<file path="config.mk">
export PLATFORM = sky130hd
export DESIGN_NAME = bcd_countdown
export DESIGN_NICKNAME = d
export VERILOG_FILES = /design/src/rtl/bcd_countdown.sv
export SDC_FILE = /design/constraint.sdc
export NUM_CORES = 1
export LEC_CHECK = 0
export CORE_AREA = 2 2 67 69
export DETAILED_ROUTE_END_ITERATION = 8
export DIE_AREA = 0 0 69 71
export PLACE_DENSITY = 0.92
export SYNTH_ARGS = -nofsm -noshare
export SYNTH_HDL_FRONTEND = slang
export SYNTH_SLANG_ARGS = --single-unit
</file>
<file path="constraint.sdc">
create_clock -name CLK -period 6 [get_ports CLK]
set_input_delay 0.6 -clock CLK [delete_from_list [all_inputs] [get_ports CLK]]
set_output_delay 0.6 -clock CLK [all_outputs]
set_load 0.05 [all_outputs]
</file>
<file path="src/rtl/bcd_countdown.sv">
// BCD countdown timer: loads a preset, decrements once per prescaler tick
// while running, and flags expiry when the count reaches zero.
//
// Ports:
//   CLK     - system clock, rising edge
//   R       - asynchronous active-high reset
//   LOAD    - load PRESET (digits above 9 load as 9), return to IDLE
//   PRESET  - BCD preset value, digit 0 least significant
//   START   - start from IDLE, or resume from PAUSED
//   STOP    - pause while running (wins over START)
//   COUNT   - current BCD value, registered
//   RUNNING - high while in RUN
//   DONE    - high while in DONE
//   EXPIRE  - one-cycle pulse on the edge the count reaches zero

module bcd_countdown #(
    parameter int NDIG     = 2,
    parameter int TICK_DIV = 100000000
) (
    input  logic              CLK,
    input  logic              R,
    input  logic              LOAD,
    input  logic [4*NDIG-1:0] PRESET,
    input  logic              START,
    input  logic              STOP,
    output logic [4*NDIG-1:0] COUNT,
    output logic              RUNNING,
    output logic              DONE,
    output logic              EXPIRE
);

    localparam int CW = 4 * NDIG;
    localparam int PW = (TICK_DIV > 1) ? $clog2(TICK_DIV) : 1;
    localparam logic [PW-1:0] PMAX = PW'(TICK_DIV - 1);

    typedef enum logic [1:0] {
        S_IDLE   = 2'd0,
        S_RUN    = 2'd1,
        S_PAUSED = 2'd2,
        S_DONE   = 2'd3
    } state_t;

    state_t          state;
    state_t          state_n;
    logic [CW-1:0]   count_q;
    logic [CW-1:0]   count_n;
    logic [PW-1:0]   pre_q;
    logic [PW-1:0]   pre_n;
    logic            expire_n;
    logic [CW-1:0]   preset_clean;
    logic [CW-1:0]   count_dec;

    // Clamp any non-BCD preset digit to 9 so COUNT only ever holds
    // valid digits.
    function automatic logic [CW-1:0] sanitize(input logic [CW-1:0] v);
        logic [CW-1:0] r;
        r = v;
        for (int i = 0; i < NDIG; i++) begin
            if (v[4*i +: 4] > 4'd9) begin
                r[4*i +: 4] = 4'd9;
            end
        end
        return r;
    endfunction

    // Ripple-borrow BCD decrement: zeros become 9 until the first
    // non-zero digit absorbs the borrow; higher digits are untouched.
    function automatic logic [CW-1:0] bcd_dec(input logic [CW-1:0] v);
        logic [CW-1:0] r;
        logic          borrow;
        r      = v;
        borrow = 1'b1;
        for (int i = 0; i < NDIG; i++) begin
            if (borrow) begin
                if (v[4*i +: 4] == 4'd0) begin
                    r[4*i +: 4] = 4'd9;
                end else begin
                    r[4*i +: 4] = v[4*i +: 4] - 4'd1;
                    borrow      = 1'b0;
                end
            end
        end
        return r;
    endfunction

    assign preset_clean = sanitize(PRESET);
    assign count_dec    = bcd_dec(count_q);

    always_ff @(posedge CLK or posedge R) begin
        if (R) begin
            state   <= S_IDLE;
            count_q <= '0;
            pre_q   <= '0;
            RUNNING <= 1'b0;
            DONE    <= 1'b0;
            EXPIRE  <= 1'b0;
        end else begin
            state   <= state_n;
            count_q <= count_n;
            pre_q   <= pre_n;
            RUNNING <= (state_n == S_RUN);
            DONE    <= (state_n == S_DONE);
            EXPIRE  <= expire_n;
        end
    end

    always_comb begin
        state_n  = state;
        count_n  = count_q;
        pre_n    = pre_q;
        expire_n = 1'b0;

        if (LOAD) begin
            count_n = preset_clean;
            pre_n   = '0;
            state_n = S_IDLE;
        end else begin
            unique case (state)
                S_IDLE: begin
                    if (START && !STOP && (count_q != '0)) begin
                        state_n = S_RUN;
                        pre_n   = '0;
                    end
                end
                S_RUN: begin
                    if (STOP) begin
                        state_n = S_PAUSED;
                    end else if (pre_q == PMAX) begin
                        pre_n   = '0;
                        count_n = count_dec;
                        if (count_dec == '0) begin
                            state_n  = S_DONE;
                            expire_n = 1'b1;
                        end
                    end else begin
                        pre_n = pre_q + PW'(1);
                    end
                end
                S_PAUSED: begin
                    // Prescaler is left alone so the partial period
                    // already elapsed still counts after resuming.
                    if (START && !STOP) begin
                        state_n = S_RUN;
                    end
                end
                S_DONE: begin
                    count_n = '0;
                end
                default: begin
                    state_n = S_IDLE;
                end
            endcase
        end
    end

    assign COUNT = count_q;

endmodule

</file>
==> flow_metrics.env, run 1 <==
export IMPL_wirelength_um=6010
export IMPL_synth_top_cell_area_share_pct=40.6
export IMPL_drt_iter0_drc=311
export IMPL_antenna_cells=0
export IMPL_initial_core_util_pct=58.6
export IMPL_syn2layout_area_growth_pct=13.3
export IMPL_yosys_warnings=0
export IMPL_htreeDepth=2
export IMPL_drtPass1Iterations=5
export IMPL_hold_path_cell_count=1
export IMPL_stdcell_count=349
export IMPL_rows=24
export IMPL_placedCellCount=341
export IMPL_synth_edf_count=0
export IMPL_cts_resized=0
export IMPL_r2r_start="COUNT[2]$_DFFE_PP0P_"
export IMPL_wl_met1_um=2610
export IMPL_synthCells=281
export IMPL_avgSynthCellArea_um2=8.77
export IMPL_fin_setup_tns_ns=0
export IMPL_portBuffers=23
export IMPL_wl_met3_um=487
export IMPL_path_buf_inv=1
export IMPL_max_stage_delay_ns=0.81
export IMPL_synthFlopType="dfrtp_1"
export IMPL_hold_end="pre_q[6]$_DFFE_PP0P_"
export IMPL_setup_viol=0
export IMPL_dp_final_hpwl_um=4120
export IMPL_yosysTopAreaCell="dfrtp_1"
export IMPL_slew_viol_final=0
export IMPL_die_h_um=71
export IMPL_critPathKind="in -> reg"
export IMPL_grt_max_degree=41
export IMPL_hold_ws_ns=0.523
export IMPL_ff2ff_setup_slack_ns=3.03
export IMPL_critPathRequiredTime_ns=6.16
export IMPL_grt_pass1_vias=2083
export IMPL_cp_arrival_ns=3.37
export IMPL_p_leak_nw=1.05
export IMPL_die_x_um=69
export IMPL_hp_class="reg -> reg"
export IMPL_cts_sinks=40
export IMPL_cts_tree="yes"
export IMPL_dieArea_um2=4900
export IMPL_synthTopCellsByCount="40 x dfrtp_1, 28 x nor2_1, 26 x nand2_1"
export IMPL_vias_per_cell=6.72
export IMPL_wl_per_cell_um=17.2
export IMPL_drv_cap=0
export IMPL_synthArstFlopShare_pct=100
export IMPL_antenna_found_initial=0
export IMPL_route_met2_wl_um=2740
export IMPL_fin_crit_sh_pct=53.6
export IMPL_crit_path_start_kind="primary input"
export IMPL_synth_net_count=295
export IMPL_finalCriticalPeriod_ns=3.21
export IMPL_clock_root_buffer="clkbuf_8"
export IMPL_max_freq_mhz=311
export IMPL_ant_nets=0
export IMPL_drive_above_1_share_pct=6.73
export IMPL_peakVddDrop_uv=182
export IMPL_layout_nets=310
export IMPL_syn_area_um2=2460
export IMPL_total_power_mw=0.568
export IMPL_ys_seq_elements=40
export IMPL_clock_skew_ns=0.00987
export IMPL_r2r_end="pre_q[5]$_DFFE_PP0P_"
export IMPL_drc_errors=0
export IMPL_cp_max_fo=17
export IMPL_gr_total_overflow=0
export IMPL_top_layer="met4"
export IMPL_postCtsSetupBuffers=0
export IMPL_globalplace_congestion=0.901
export IMPL_crit_path_end_kind="flip-flop"
export IMPL_yosysSeqAreaShare_pct=40.6
export IMPL_cts_hold_buf=0
export IMPL_grt_setup_unrepaired="no"
export IMPL_outcome="finished clean"
export IMPL_cellPowerDensity_nw_per_um2=204
export IMPL_yosysMostFrequentCell="dfrtp_1"
export IMPL_clkSlewWorstSetupHoldPaths_ns=0.08
export IMPL_grt_pass1_wl_um=10100
export IMPL_clk_latency_ns=0.29
export IMPL_fp_coreArea_um2=4200
export IMPL_slowest_stage="a21oi_1"
export IMPL_utilization_pct=66.4
export IMPL_vias=2346
export IMPL_numCtsBuffers=5
export IMPL_worst_r2r_path_depth=5
export IMPL_tightestPinTransition_ns=0.993
export IMPL_hold_viol_final=0
export IMPL_synthTopCellsByArea="dfrtp_1 41%, nor2_1 4.3%, nand2_1 4.0%, xnor2_1 3.6%, nand3_1 3.5%"
export IMPL_clk_path_buf_depth=2
export IMPL_path_cells="clkdlybuf4s50_1 -> nor2_1 -> a21oi_1 -> and2_1 -> or3_1 -> o221ai_1"
export IMPL_track_usage_pct=25.3
export IMPL_relSlewSlack_pct=33.8
export IMPL_hp_start="pre_q[6]$_DFFE_PP0P_"
export IMPL_io_pins=24
export IMPL_crit_family="simple AND/OR/NAND/NOR gates"
export IMPL_ys_types=51
[metrics by stage]
stage | instance area, um^2 | setup slack [ns]
after floorplan | 2460 | 3.57
after global placement | 2700 | 2.69
after detailed placement | 2700 | 2.57
after CTS | 2790 | 2.84
after global routing | 2790 | 2.66
final | 2790 | 2.79
[registers in the layout, indices dropped and copies added (netlist names)]
register	flops
pre_q	27
EXPIRE	1
RUNNING	1
DONE	1
state	2
COUNT	8
[worst reg2reg max path, cell delays in order, from the launching register on]
cell and delay [ns]:
dfrtp_1 0.45, or4_1 0.70, o21ai_2 0.54, and2_1 0.59, or3_1 0.38, o221ai_1 0.17
[area by class of cell]
cell class	instances	area (um^2)
fill	333	1410
multi-input combinational	214	1350
sequential	40	1000
timing repair buffer	25	245
clock buffer	8	90.1
tap	52	65.1
inverter	10	37.5
[power by group]
| part | internal [mW] | switching (mW) | total (mW) |
|---|---|---|---|
| clock | 0.0938 | 0.0884 | 0.182 |
| sequential | 0.277 | 0.0140 | 0.291 |
| combinational | 0.0343 | 0.0611 | 0.0954 |
| total | 0.405 | 0.163 | 0.568 |
[per-layer routing]
metal / track usage, % / vias up
li1: - / 1084
met1: 36.8 / 1113
met2: 37.9 / 130
met3: 4.84 / 19
met4: 9.15 / 0
met5: 0 / -
[cell usage in the layout, fill, tap and decap left out, drive strengths merged, types with 4 or more instances in the layout]
cell / synthesis / final
and2: 4 / 4
clkdlybuf4s50: 0 / 23
and4: 5 / 5
o31ai: 5 / 5
nand4: 13 / 13
xnor2: 10 / 10
inv: 10 / 10
nor2: 28 / 28
and3: 9 / 9
o41ai: 4 / 4
nand3: 17 / 17
a2111oi: 8 / 8
nor3: 8 / 8
a21oi: 13 / 13
nor4: 6 / 6
o21ai: 13 / 13
nor4b: 4 / 4
dfrtp: 40 / 40
clkbuf: 10 / 8
nand2: 26 / 26
[worst max-delay path by stage]
stage / endpoint / slack, ns / start / cells past startpoint
global route: pre_q[5]$_DFFE_PP0P_ / 2.66 / STOP / 6
global placement: pre_q[5]$_DFFE_PP0P_ / 2.69 / STOP / 6
floorplan: RUNNING$_DFF_PP0_ / 3.57 / COUNT[2]$_DFFE_PP0P_ / 6
finish: pre_q[5]$_DFFE_PP0P_ / 2.79 / STOP / 6
detailed placement: pre_q[5]$_DFFE_PP0P_ / 2.57 / STOP / 6
CTS: pre_q[5]$_DFFE_PP0P_ / 2.84 / STOP / 6
[logic make-up after synthesis]
| kind of cell | synth area share [%] |
|---|---|
| AOI/OAI and AO/OA | 18.4 |
| xor gates and xnor gates | 3.91 |
| adders and majority gates | 0.508 |
| buffers and inverters | 4.47 |
| DFF | 40.6 |
| muxes | 2.13 |
| and+or+nand+nor | 29.9 |
No activity file was read; power rests on OpenSTA's default activity.
==> run 2, diff against run 1 <==
==> config.mk (replaced) <==
export PLATFORM = sky130hd
export DESIGN_NAME = bcd_countdown
export DESIGN_NICKNAME = d
export VERILOG_FILES = /design/src/rtl/bcd_countdown.sv
export SDC_FILE = /design/constraint.sdc
export NUM_CORES = 1
export LEC_CHECK = 0
export CORE_AREA = 2 2 73 75
export DETAILED_ROUTE_END_ITERATION = 8
export DIE_AREA = 0 0 75 77
export PLACE_DENSITY = 0.84
export SYNTH_ARGS = -nofsm -noshare
export SYNTH_HDL_FRONTEND = slang
export SYNTH_SLANG_ARGS = --single-unit
==> constraint.sdc (replaced) <==
create_clock -name CLK -period 2.8 [get_ports CLK]
set_input_delay 0.28 -clock CLK [delete_from_list [all_inputs] [get_ports CLK]]
set_output_delay 0.28 -clock CLK [all_outputs]
set_load 0.05 [all_outputs]
==> flow_metrics.env, run 2 (synthesis results as in run 1) <==
export IMPL_outcome="finished clean"
export IMPL_cp_max_fo=14
export IMPL_ant_nets=0
export IMPL_critPathKind="reg -> reg"
export IMPL_layout_nets=318
export IMPL_wirelength_um=5910
export IMPL_drive_above_1_share_pct=9.84
export IMPL_drv_cap=0
export IMPL_cp_arrival_ns=2.68
export IMPL_largest_register_ffs=27
export IMPL_grt_max_degree=41
export IMPL_rows=26
export IMPL_die_x_um=75
export IMPL_fin_crit_sh_pct=88.2
export IMPL_grt_setup_unrepaired="no"
export IMPL_relSlewSlack_pct=59.9
export IMPL_cts_sinks=40
export IMPL_grt_pass1_vias=2150
export IMPL_portBuffers=23
export IMPL_hp_class="in -> async"
export IMPL_layout_common_cells="40 x dfrtp_1, 28 x nor2_1, 26 x nand2_1"
export IMPL_cts_hold_buf=0
export IMPL_slew_viol_final=0
export IMPL_path_buf_inv=1
export IMPL_crit_path_end_kind="flip-flop"
export IMPL_cts_tree="yes"
export IMPL_drtPass1Iterations=4
export IMPL_htreeDepth=2
export IMPL_path_cells="or4_1 -> o21ai_2 -> buf_4 -> nand2_1 -> o21a_1 -> a21oi_1"
export IMPL_antenna_found_initial=0
export IMPL_clock_root_buffer="clkbuf_8"
export IMPL_max_stage_delay_ns=0.71
export IMPL_cts_resized=0
export IMPL_vias=2281
export IMPL_stdcell_count=375
export IMPL_dp_final_hpwl_um=4240
export IMPL_initial_core_util_pct=49.5
export IMPL_crit_family="compound AO/OA/AOI/OAI gates"
export IMPL_antenna_cells=0
export IMPL_cellPowerDensity_nw_per_um2=428
export IMPL_p_leak_nw=1.09
export IMPL_gr_total_overflow=0
export IMPL_worst_r2r_path_depth=6
export IMPL_numCtsBuffers=5
export IMPL_dieArea_um2=5780
export IMPL_clock_skew_ns=0.00855
export IMPL_tightestPinTransition_ns=0.600
export IMPL_crit_path_start_kind="flip-flop"
export IMPL_fp_coreArea_um2=4980
export IMPL_finalCriticalPeriod_ns=2.47
export IMPL_postCtsSetupBuffers=0
export IMPL_vias_per_cell=6.08
export IMPL_hold_viol_final=0
export IMPL_grt_pass1_wl_um=10300
export IMPL_die_h_um=77
export IMPL_seqCellArea_um2=1000
export IMPL_setup_viol=0
export IMPL_wl_per_cell_um=15.8
export IMPL_final_common_cell="dfrtp_1"
export IMPL_globalplace_congestion=0.870
export IMPL_fin_setup_tns_ns=0
export IMPL_drt_iter0_drc=193
export IMPL_syn2layout_area_growth_pct=16.8
export IMPL_clk_latency_ns=0.29
export IMPL_num_fill_cells=423
export IMPL_placedCellCount=367
export IMPL_regMostFlops="pre_q"
export IMPL_track_usage_pct=22.5
export IMPL_critPathRequiredTime_ns=3.01
export IMPL_slowest_stage="or4_1"
export IMPL_clk_path_buf_depth=2
export IMPL_max_freq_mhz=405
export IMPL_multi_input_area_um2=1350
export IMPL_peakVddDrop_uv=407
export IMPL_clkSlewWorstSetupHoldPaths_ns=0.08
export IMPL_drc_errors=0
export IMPL_io_pins=24
export IMPL_path_depth=6
-- run 2: cell count changes in the layout (fill, tap and decap cells not counted) --
| cell | change |
|---|---|
| buf_4 | +8 |
| clkinv_2 | +2 |
| clkbuf_1 | -2 |
-- run 2: worst paths after layout --
check	start	end	slack (ns)
max in group asynchronous	R	pre_q[18]$_DFFE_PP0P_	2.03
setup / recovery	COUNT[2]$_DFFE_PP0P_	pre_q[16]$_DFFE_PP0P_	0.33
hold / removal	R	pre_q[20]$_DFFE_PP0P_	0.42
min in group CLK	pre_q[6]$_DFFE_PP0P_	pre_q[6]$_DFFE_PP0P_	0.52
hold reg to reg	pre_q[6]$_DFFE_PP0P_	pre_q[6]$_DFFE_PP0P_	0.52
setup reg to reg	COUNT[2]$_DFFE_PP0P_	pre_q[16]$_DFFE_PP0P_	0.33
-- run 2: layer usage --
metal	wire [um]	GRT usage, %
met5	0	0
met2	2820	33.4
met4	87	7.32
met1	2740	33.3
met3	257	3.42
-- run 2: power by group --
part | internal, mW | leakage (nW) | switching, mW
clock | 0.197 | 0.0510 | 0.198
sequential | 0.593 | 0.539 | 0.0275
combinational | 0.0804 | 0.504 | 0.136
total | 0.870 | 1.09 | 0.362
-- run 2: layout make-up --
cell class	instances	share of cell area, %
Inverter	10	1.30
Timing Repair Buffer	33	10.6
Multi-Input combinational cell	214	47.0
Tap cell	70	3.04
Clock inverter	2	0.348
Clock buffer	6	2.87
Sequential cell	40	34.8
-- run 2: worst reg2reg max path, cell delays in order, from the launching register on --
cell	delay, ns
dfrtp_1	0.46
or4_1	0.72
o21ai_2	0.46
buf_4	0.22
nand2_1	0.07
o21a_1	0.27
a21oi_1	0.19
-- run 2: metrics by stage --
step	util, %	hold WS, ns	setup slack (ns)	instance area (um^2)	power [mW]
after floorplan	-	0.407	0.371	2460	0.763
after global placement	55.9	0.493	0.394	2780	0.842
final	57.8	0.419	0.329	2880	1.23
after global routing	57.8	0.487	0.151	2880	1.29
after CTS	57.8	0.441	0.347	2880	1.24
after detailed placement	55.9	0.499	0.363	2780	0.846
